$ cat src/rtl/ram_arbiter.sv
// Round-robin arbiter sharing one RAM port between N requesters, one transaction per 3 cycles.
// Define ARB_LOCK_EN to honour the per-requester lock input (bounded by LOCK_MAX).
module ram_arbiter #(
  parameter int N        = 4,
  parameter int AW       = 16,
  parameter int DW       = 16,
  parameter int LOCK_MAX = 8
) (
  input  logic            clk,
  input  logic            reset,
  input  logic [N-1:0]    req,
  input  logic [N-1:0]    we,
  input  logic [N-1:0]    lock,
  input  logic [N*AW-1:0] m_addr,
  input  logic [N*DW-1:0] m_wdata,
  output logic [N-1:0]    ack,
  output logic [DW-1:0]   rdata,
  output logic [2:0]      gnt_id,
  output logic            busy,
  output logic            ram_en,
  output logic            ram_we,
  output logic [AW-1:0]   ram_addr,
  output logic [DW-1:0]   ram_wdata,
  input  logic [DW-1:0]   ram_rdata
);

  typedef enum logic [1:0] {IDLE, ACCESS, RESP} state_t;

  state_t          state_q, state_d;
  logic [2:0]      gnt_id_q, gnt_id_d;
  logic [2:0]      rr_ptr_q, rr_ptr_d;
  logic            ram_we_q, ram_we_d;
  logic [AW-1:0]   ram_addr_q, ram_addr_d;
  logic [DW-1:0]   ram_wdata_q, ram_wdata_d;
  logic [DW-1:0]   rdata_q, rdata_d;
  logic            locked_q, locked_d;
  logic [7:0]      lock_cnt_q, lock_cnt_d;

  logic            found;
  logic [2:0]      win;
  logic [2:0]      idx;
  logic            take;
  logic [2:0]      sel;

  function automatic logic [N-1:0] onehot(input logic [2:0] i);
    logic [N-1:0] one;
    one = {{(N-1){1'b0}}, 1'b1};
    return one << i;
  endfunction

  // base and off are both below N, so one conditional subtract is a full modulo
  function automatic logic [2:0] wrap_idx(input logic [2:0] base, input int off);
    int s;
    s = int'(base) + off;
    if (s >= N) s = s - N;
    return 3'(s);
  endfunction

  always_comb begin
    found = 1'b0;
    win   = rr_ptr_q;
    idx   = rr_ptr_q;
    for (int i = 0; i < N; i++) begin
      idx = wrap_idx(rr_ptr_q, i);
      if (!found && |(req & onehot(idx))) begin
        found = 1'b1;
        win   = idx;
      end
    end
  end

  always_comb begin
    state_d     = state_q;
    gnt_id_d    = gnt_id_q;
    rr_ptr_d    = rr_ptr_q;
    ram_we_d    = ram_we_q;
    ram_addr_d  = ram_addr_q;
    ram_wdata_d = ram_wdata_q;
    rdata_d     = rdata_q;
    locked_d    = locked_q;
    lock_cnt_d  = lock_cnt_q;
    take        = found;
    sel         = win;

    case (state_q)
      IDLE: begin
`ifdef ARB_LOCK_EN
        if (locked_q) begin
          if (|(req & onehot(gnt_id_q))) begin
            take = 1'b1;
            sel  = gnt_id_q;
          end else begin
            locked_d   = 1'b0;
            lock_cnt_d = '0;
          end
        end
`endif
        if (take) begin
          gnt_id_d    = sel;
          ram_we_d    = |(we & onehot(sel));
          ram_addr_d  = m_addr[int'(sel)*AW +: AW];
          ram_wdata_d = m_wdata[int'(sel)*DW +: DW];
          state_d     = ACCESS;
        end
      end

      ACCESS: state_d = RESP;

      RESP: begin
        state_d = IDLE;
        if (!ram_we_q) rdata_d = ram_rdata;
`ifdef ARB_LOCK_EN
        if (|(lock & onehot(gnt_id_q)) && (int'(lock_cnt_q) < LOCK_MAX - 1)) begin
          locked_d   = 1'b1;
          lock_cnt_d = lock_cnt_q + 8'd1;
        end else begin
          locked_d   = 1'b0;
          lock_cnt_d = '0;
          rr_ptr_d   = wrap_idx(gnt_id_q, 1);
        end
`else
        rr_ptr_d = wrap_idx(gnt_id_q, 1);
`endif
      end

      default: state_d = IDLE;
    endcase

`ifndef ARB_LOCK_EN
    locked_d   = 1'b0;
    lock_cnt_d = '0;
`endif
  end

  always_ff @(posedge clk or negedge reset) begin
    if (!reset) begin
      state_q     <= IDLE;
      gnt_id_q    <= '0;
      rr_ptr_q    <= '0;
      ram_we_q    <= 1'b0;
      ram_addr_q  <= '0;
      ram_wdata_q <= '0;
      rdata_q     <= '0;
      locked_q    <= 1'b0;
      lock_cnt_q  <= '0;
    end else begin
      state_q     <= state_d;
      gnt_id_q    <= gnt_id_d;
      rr_ptr_q    <= rr_ptr_d;
      ram_we_q    <= ram_we_d;
      ram_addr_q  <= ram_addr_d;
      ram_wdata_q <= ram_wdata_d;
      rdata_q     <= rdata_d;
      locked_q    <= locked_d;
      lock_cnt_q  <= lock_cnt_d;
    end
  end

`ifndef ARB_LOCK_EN
  logic lock_unused;
  assign lock_unused = ^{lock, locked_q, lock_cnt_q} ^ (LOCK_MAX > 0);
`endif

  // Read data arrives from the RAM during RESP, so pass it straight through while acking
  assign rdata     = (state_q == RESP && !ram_we_q) ? ram_rdata : rdata_q;
  assign ack       = (state_q == RESP) ? onehot(gnt_id_q) : '0;
  assign gnt_id    = gnt_id_q;
  assign busy      = (state_q != IDLE);
  assign ram_en    = (state_q == ACCESS);
  assign ram_we    = ram_we_q;
  assign ram_addr  = ram_addr_q;
  assign ram_wdata = ram_wdata_q;

endmodule

$ cat config.mk
export PLATFORM = sky130hd
export DESIGN_NAME = ram_arbiter
export DESIGN_NICKNAME = d
export VERILOG_FILES = /design/src/rtl/ram_arbiter.sv
export SDC_FILE = /design/constraint.sdc
export NUM_CORES = 1
export LEC_CHECK = 0
export ABC_AREA = 1
export CORE_MARGIN = 10
export CORE_UTILIZATION = 40
export DETAILED_ROUTE_END_ITERATION = 12
export GPL_TIMING_DRIVEN = 1
export PLACE_DENSITY = 0.83
export SETUP_SLACK_MARGIN = 0.05
export SLEW_MARGIN = 20
export SYNTH_ARGS = -nofsm -noshare
export SYNTH_HDL_FRONTEND = slang
export SYNTH_SLANG_ARGS = --single-unit
export TNS_END_PERCENT = 100
$ cat constraint.sdc
create_clock -name clk -period 5.5 [get_ports clk]
set_input_delay 1.1 -clock clk [delete_from_list [all_inputs] [get_ports clk]]
set_output_delay 1.1 -clock clk [all_outputs]
set_load 0.05 [all_outputs]
=== Yosys cells after proc, flatten, opt, wreduce, memory -nomap -nowiden ===
Cells that the tools add are included.
W data, S select, Z words.

* Add/subtract/negate cells: 9
* Order comparisons: 5
* Equal/unequal tests: 3
* Shifts and indexed selects: 8
* Multiplexer cells: 17
* Bitwise gates (word level): 6
* Reductions and logical operators: 17

{| class="wikitable"
|+ Operators with widths
! kind !! number
|-
| $shiftx A64 B8 Y16 || 2
|-
| $mux W3 || 9
|-
| $shl A1 B3 Y4 const A || 6
|-
| $and A4 B4 Y4 || 5
|-
| $reduce_or A4 Y1 || 5
|-
| $ge A4 B3 Y1 const B || 4
|-
| $mux W16 || 1
|-
| $sub A3 B3 Y3 const B || 5
|-
| $add A3 B1 Y4 const B || 2
|-
| $add A3 B2 Y4 const B || 2
|-
| $logic_and A1 B1 Y1 || 4
|-
| $logic_not A1 Y1 || 4
|-
| $mux W1 || 4
|-
| $mux W4 || 1
|-
| $pmux W2 S2 || 1
|-
| $reduce_and A2 Y1 || 2
|-
| $ge A3 B3 Y1 const B || 1
|-
| $eq A2 B1 Y1 const B || 1
|-
| $eq A2 B2 Y1 const B || 1
|-
| $logic_not A2 Y1 || 1
|-
| $mux W2 || 1
|-
| $ne A2 B2 Y1 const B || 1
|-
| $reduce_bool A2 Y1 || 1
|-
| $not A1 Y1 || 1
|}

* Flip-flop bits (word level): 57
* Input bits: 158
* Output and inout port bits: 58
* Logic and storage cells: 72

=== Longest topological paths before layout ===
Gate-level depths: netlist of the first run.

* Depth in word-level cells: 18
* Mapped depth: 20

=== Worst setup path before layout of the first run ===
No wires, ideal clock.

* Path type: register to output
* Start point: register ram_we_q, in the netlist ram_we
* End point: output rdata[10]
* Arrival: 1,778 ps
* Data required time: 4,400 ps
* Path slack: 2,622 ps
* Cell stages (with the launch flop): 5
* Path through: dfrtp_1 -> or2_2 -> clkbuf_1 -> buf_2 -> mux2_2

* Longest elaborated chain between the ends: 3

{| class="wikitable"
|+ Ends and longest elaborated chain
! item !! line !! source
|-
| from (decl) || 32 || <nowiki>logic ram_we_q, ram_we_d;</nowiki>
|-
| from (signal assigned) || 150 || <nowiki>ram_we_q <= ram_we_d;</nowiki>
|-
| $logic_not A1 Y1 || 165 || <nowiki>assign rdata = (state_q == RESP && !ram_we_q) ? ram_rdata : rdata_q;</nowiki>
|-
| $logic_and A1 B1 Y1 || 165 ||
|-
| $mux W16 || 165 ||
|-
| to (decl) || 17 || <nowiki>output logic [DW-1:0] rdata,</nowiki>
|}

Every way passes these cells.

=== Final worst setup path of the first run ===
* Start point: register state_q[1]
* End point: output rdata[6]

* Longest elaborated chain between the ends: 3

{| class="wikitable"
|+ Ends and longest elaborated chain
! item !! line !! source
|-
| from (decl) || 29 || <nowiki>state_t state_q, state_d;</nowiki>
|-
| from (signal assigned) || 147 || <nowiki>state_q <= state_d;</nowiki>
|-
| $eq A2 B2 Y1 || 165 ||
|-
| $logic_and A1 B1 Y1 || 165 ||
|-
| $mux W16 || 165 ||
|}

Every way passes these cells.

==> results of run 1 <==
## kinds of logic after synthesis
group                    Yosys count
AND/OR/NAND/NOR                  400
buffers and inverters             61
flip-flops                        57
multiplexers                      16
AO/OA/AOI/OAI                     13
adder cells (fa/ha/maj)           11
## routing by layer
metal | track usage | share of wire | vias to the layer above
li1 | - | - | 2207
met1 | 0.2398 | 0.40 | 2165
met2 | 0.3508 | 0.48 | 217
met3 | 0.07133 | 0.089 | 29
met4 | 0.08855 | 0.028 | 0
met5 | 0 | 0 | -
## critical path, stage by stage (launching register included)
cell,delay [ps]
dfrtp_1,360
inv_1,60
nor2_1,170
inv_1,160
or2_2,470
mux2_2,300
clkdlybuf4s50_1,830
## how the worst max path moves through the flow
stage                from            end
6_report       state_q[1]       rdata[6]
3_3_place_gp       req[0]  ram_wdata[11]
3_5_place_dp       req[1]  ram_wdata[11]
4_1_cts        state_q[1]      rdata[15]
5_1_grt            req[1]   ram_wdata[3]
2_1_floorplan      ram_we      rdata[10]
## Yosys cell counts (all sizes together)
cell type / instances
nand2: 274
a31oi: 1
inv: 21
buf: 33
nand4: 67
o21ai: 8
a21oi: 4
or2: 1
nor2: 14
mux2: 16
nand3: 44
dfrtp: 57
ha: 11
clkbuf: 7
## registers in the layout, summed over array words and instances (netlist names)
name,count
ram_we,1
rr_ptr_q,3
ram_wdata,16
state_q,2
ram_addr,16
rdata_q,16
gnt_id,3
## cells in the final DEF, fill, tap and decap left out, types with 3 or more instances in the layout
master / synthesis / final
a21oi_1: 3 / 3
buf_4: 4 / 6
clkbuf_8: 0 / 12
clkdlybuf4s50_1: 0 / 210
dfrtp_1: 57 / 57
ha_1: 11 / 11
inv_1: 18 / 18
mux2_2: 16 / 16
nand2_1: 262 / 262
nand2_2: 12 / 12
nand3_1: 41 / 40
nand3_2: 3 / 4
nand4_1: 67 / 67
nor2_1: 11 / 11
o21ai_0: 6 / 6
## stage by stage
step | setup WS (ps) | hold slack [ps] | instances | utilization | instance area, um2
after floorplan | 2622 | 424.2 | 558 | - | 3913
after global placement | 1651 | 440.2 | 868 | 0.6250 | 6025
after detailed placement | 1574 | 444.1 | 868 | 0.6250 | 6025
after CTS | 1678 | 452.6 | 883 | 0.6488 | 6254
after global routing | 1532 | 480.9 | 883 | 0.6489 | 6255
final | 1702 | 454.4 | 883 | 0.6489 | 6255
## final cells by class
class / count / area, um2
Clock buffer: 13 / 168.9
Clock inverter: 2 / 60.06
Multi-Input combinational cell: 440 / 2201
Sequential cell: 57 / 1426
Tap cell: 133 / 166.4
Inverter: 21 / 80.08
Timing Repair Buffer: 217 / 2152
Fill cell: 847 / 3385
==> results.py, run 1 <==
metrics = {
    "synthesis": {
        "syn_area_um2": 3913,
        "synth_warnings": 0,
        "yosys.area_share.simple": 0.4573,
        "synth_cells": 558,
        "ys_types": 24,
        "yosysTopAreaCell": "dfrtp_1",
        "synth_top_area_frac": 0.3646,
        "synthTopCellsByArea": "dfrtp_1, nand2_1, nand4_1",
        "synth-seq-area-share": 0.3646,
        "synth_compound_area_frac": 0.02047,
        "synth_fa_ha_area_frac": 0.03518,
        "synth_top_family_by_area": "simple AND/OR/NAND/NOR gates",
        "ys_ff_latch": 57,
        "syn_avg_cell_area_um2": 7.012,
        "synth_nets": 727,
        "synth_mux_area_frac": 0.04605,
        "synth_xor_area_frac": 0,
    },
    "place": {
        "finalWeightedCongestion": 0.8657,
        "port-buffer-count": 211,
        "place_hpwl_um": 11450,
    },
    "timing": {
        "setup_violations": 0,
        "fmax_mhz": 263.3,
        "slew_violations": 0,
        "fin_crit_sh": 0.6905,
        "slew_headroom": 0.2757,
        "rsz0062_at_grt": "false",
        "period_minus_slack_ps": 3798,
        "tightest_slew_ps": 1086,
        "fin_tns_setup_ps": 0,
        "skew_ps": 8.085,
        "hold_viol": 0,
    },
    "cts": {
        "tritoncts": "yes",
        "cts-buffers-inserted": 9,
        "cts_sinks": 57,
        "cts_root_buf": "clkbuf_8",
        "clock_path_buffers": 2,
        "clock_latency_ps": 340,
        "cts_hold_buffers": 0,
        "htreeDepth": 3,
        "ctsResizeCount": 0,
        "cts.clk_slew.worst_paths_ps": 60,
        "cts_setup_buffers": 0,
    },
    "critical_path": {
        "reg2reg_slack_ps": 2100,
        "startpoint_type": "flop",
        "critPathMaxFanout": 16,
        "crit-reg2reg-launch": "rr_ptr_q[0]",
        "end_kind": "output pin",
        "r2r-end": "ram_we",
        "cp.arrival_ps": 2700,
        "worstRegToRegCells": 16,
        "worstSetupPathType": "reg -> out",
        "required_ps": 4400,
    },
    "layout": {
        "synthToLayoutAreaGrowth_pct": 59.87,
        "antenna_cells": 0,
        "fin_nets": 915,
        "drive_gt1_frac": 0.08400,
    },
    "routing": {
        "initialDrtViolationCount": 223,
        "via_per_inst": 5.230,
        "drtAntennaViolNets": 0,
        "drc": 0,
        "dr.pass1.iters": 4,
        "num_vias": 4618,
        "wire_per_inst_um": 17.48,
        "wl_um": 15440,
    },
    "global_routing": {
        "grt_pass1_wl_um": 24180,
        "grt_pass1_vias": 4638,
        "grt_usage": 0.2097,
        "grt_max_degree": 68,
        "grt_overflow": 0,
        "antenna_found_initial": 0,
    },
    "flow_run": {
        "maxCapViolCount": 0,
    },
    "min_path": {
        "hold_path_class": "reg -> reg",
        "hp-start": "state_q[1]",
        "whs_path_depth": 1,
        "hold_path_end": "state_q[1]",
    },
    "floorplan": {
        "ios": 216,
        "rows": 36,
        "die_width_um": 118.9,
        "initial_core_util": 0.4059,
        "die-area_um2": 14140,
        "fp.dieH_um": 118.9,
        "core_um2": 9639,
    },
    "outcome": {
        "status": "complete, no violations",
    },
}
Power of run 1 is left out: the tool's default activity adds up to more than one toggle a clock period on the data nets, which glitch-free logic cannot reach.
==> run 2, diff against run 1 <==
- CORE_UTILIZATION: 40 -> 36
- PLACE_DENSITY: 0.83 -> 0.79
- clock period: 5.5 -> 3.3 ns (I/O delays scaled with it)
==> run 2 against run 1 <==
Effect of this change: clock skew grew 0.61 ps; global-route usage shrank 2.6 points; sequential cell count did not move; via count decreased by 0.89%; highest routed layer unchanged; setup slack got worse by 1400 ps; non-clock buffer count up 7; wire length shrank 3.6%; worst hold slack worse by 120 ps; critical endpoint is now rdata[8].
==> results.py, run 2 (synthesis results as in run 1) <==
metrics = {
    "critical_path": {
        "cp-endpoint": "rdata[8]",
        "end_kind": "output pin",
        "crit_buf_inv": 3,
        "setup.worst_path.start": "state_q[1]",
        "critPathMaxFanout": 16,
        "cp.depth": 6,
        "crit-reg2reg-launch": "rr_ptr_q[0]",
        "worstRegToRegCells": 18,
        "cp.arrival_ps": 2380,
        "reg2reg_slack_ps": 510,
        "r2r-end": "ram_wdata[3]",
        "worstSetupPathType": "reg -> out",
        "crit_path_cell_trace": "inv_1 > nor2_1 > inv_1 > or2_2 > mux2_2 > dlygate4sd2_1",
        "slowest_stage": "dlygate4sd2_1",
        "startpoint_type": "flop",
        "critical-path-max-stage-delay_ps": 540,
        "cpMostUsedCell": "inv_1",
        "required_ps": 2640,
        "path_delay_family": "buffers and inverters",
    },
    "place": {
        "port-buffer-count": 211,
        "place_hpwl_um": 11720,
        "finalWeightedCongestion": 0.8448,
        "post-place-cells": 882,
    },
    "floorplan": {
        "ios": 216,
        "die_width_um": 124.3,
        "fp.dieH_um": 124.3,
        "core_um2": 10750,
        "initial_core_util": 0.3641,
        "rows": 38,
        "die-area_um2": 15440,
    },
    "cts": {
        "clock_latency_ps": 320,
        "cts.clk_slew.worst_paths_ps": 70,
        "cts-buffers-inserted": 9,
        "clock_path_buffers": 2,
        "tritoncts": "yes",
        "cts_sinks": 57,
        "cts_root_buf": "clkbuf_8",
        "htreeDepth": 3,
    },
    "timing": {
        "period_minus_slack_ps": 3041,
        "fin_tns_setup_ps": 0,
        "fin_crit_sh": 0.9215,
        "hold_viol": 0,
        "tightest_slew_ps": 605.5,
        "setup_violations": 0,
        "skew_ps": 8.694,
        "slew_violations": 0,
        "rsz0062_at_grt": "false",
        "slew_headroom": 0.5963,
        "fmax_mhz": 328.9,
    },
    "routing": {
        "initialDrtViolationCount": 234,
        "wire_per_inst_um": 16.57,
        "num_vias": 4577,
        "dr.pass1.iters": 5,
        "drc": 0,
        "wl_um": 14880,
        "drtAntennaViolNets": 0,
        "via_per_inst": 5.097,
    },
    "layout": {
        "final_cells": 898,
        "drive_gt1_frac": 0.1016,
        "multi_input_area_um2": 2201,
        "synthToLayoutAreaGrowth_pct": 61.02,
        "n_fill_cell": 985,
        "final_common_cell": "nand2_1",
        "antenna_cells": 0,
        "layout_common_cells": "nand2_1, clkdlybuf4s50_1, nand4_1",
        "fin_nets": 922,
        "regArea_um2": 1426,
    },
    "global_routing": {
        "grt_pass1_vias": 4628,
        "grt_max_degree": 68,
        "grt_pass1_wl_um": 24020,
        "grt_usage": 0.1836,
        "antenna_found_initial": 0,
        "grt_overflow": 0,
    },
    "min_path": {
        "hold_path_class": "in -> async",
    },
    "flow_run": {
        "maxCapViolCount": 0,
    },
    "outcome": {
        "status": "complete, no violations",
    },
}
-- run 2: through the flow --
| stage | hold WS [ps] | utilization | setup slack [ps] | area [um2] |
|---|---|---|---|---|
| global route | 362.4 | 0.5863 | 111.7 | 6300 |
| global placement | 437.9 | 0.5675 | 387.3 | 6098 |
| floorplan | 364.4 | - | 862.0 | 3913 |
| detailed placement | 444.7 | 0.5675 | 340.5 | 6098 |
| CTS | 343.2 | 0.5863 | 250.9 | 6300 |
| finish | 331.4 | 0.5863 | 259.2 | 6300 |
-- run 2: worst min-delay path by stage --
| stage | slack (ps) | startpoint | to | cells past startpoint |
|---|---|---|---|---|
| 2_1_floorplan | 360 | reset | gnt_id[0] | 0 |
| 3_3_place_gp | 440 | state_q[1] | state_q[1] | 1 |
| 4_1_cts | 340 | reset | rdata_q[4] | 1 |
| 3_5_place_dp | 440 | state_q[1] | state_q[1] | 1 |
| 6_report | 330 | reset | rdata_q[12] | 1 |
| 5_1_grt | 360 | reset | rdata_q[12] | 1 |
-- run 2: layout make-up --
cell class,count,share of cell area
clock inverter,4,0.007944
tap,140,0.02781
sequential,57,0.2264
timing repair buffer,224,0.3498
inverter,21,0.01251
multi-input combinational,440,0.3494
clock buffer,12,0.02622
-- run 2: repair_timing --
item / in CTS / in global routing
hold buffers: 0 / 0
resized for setup: 11 / 0
setup endpoints to repair: 11 / 0
setup buffers: 0 / 0
-- run 2: metal layers --
layer	track usage	wire length [um]
met1	0.2227	6336
met2	0.2968	6934
met3	0.06468	1248
met4	0.05826	364
met5	0	0
Power of run 2 is left out for the same reason.
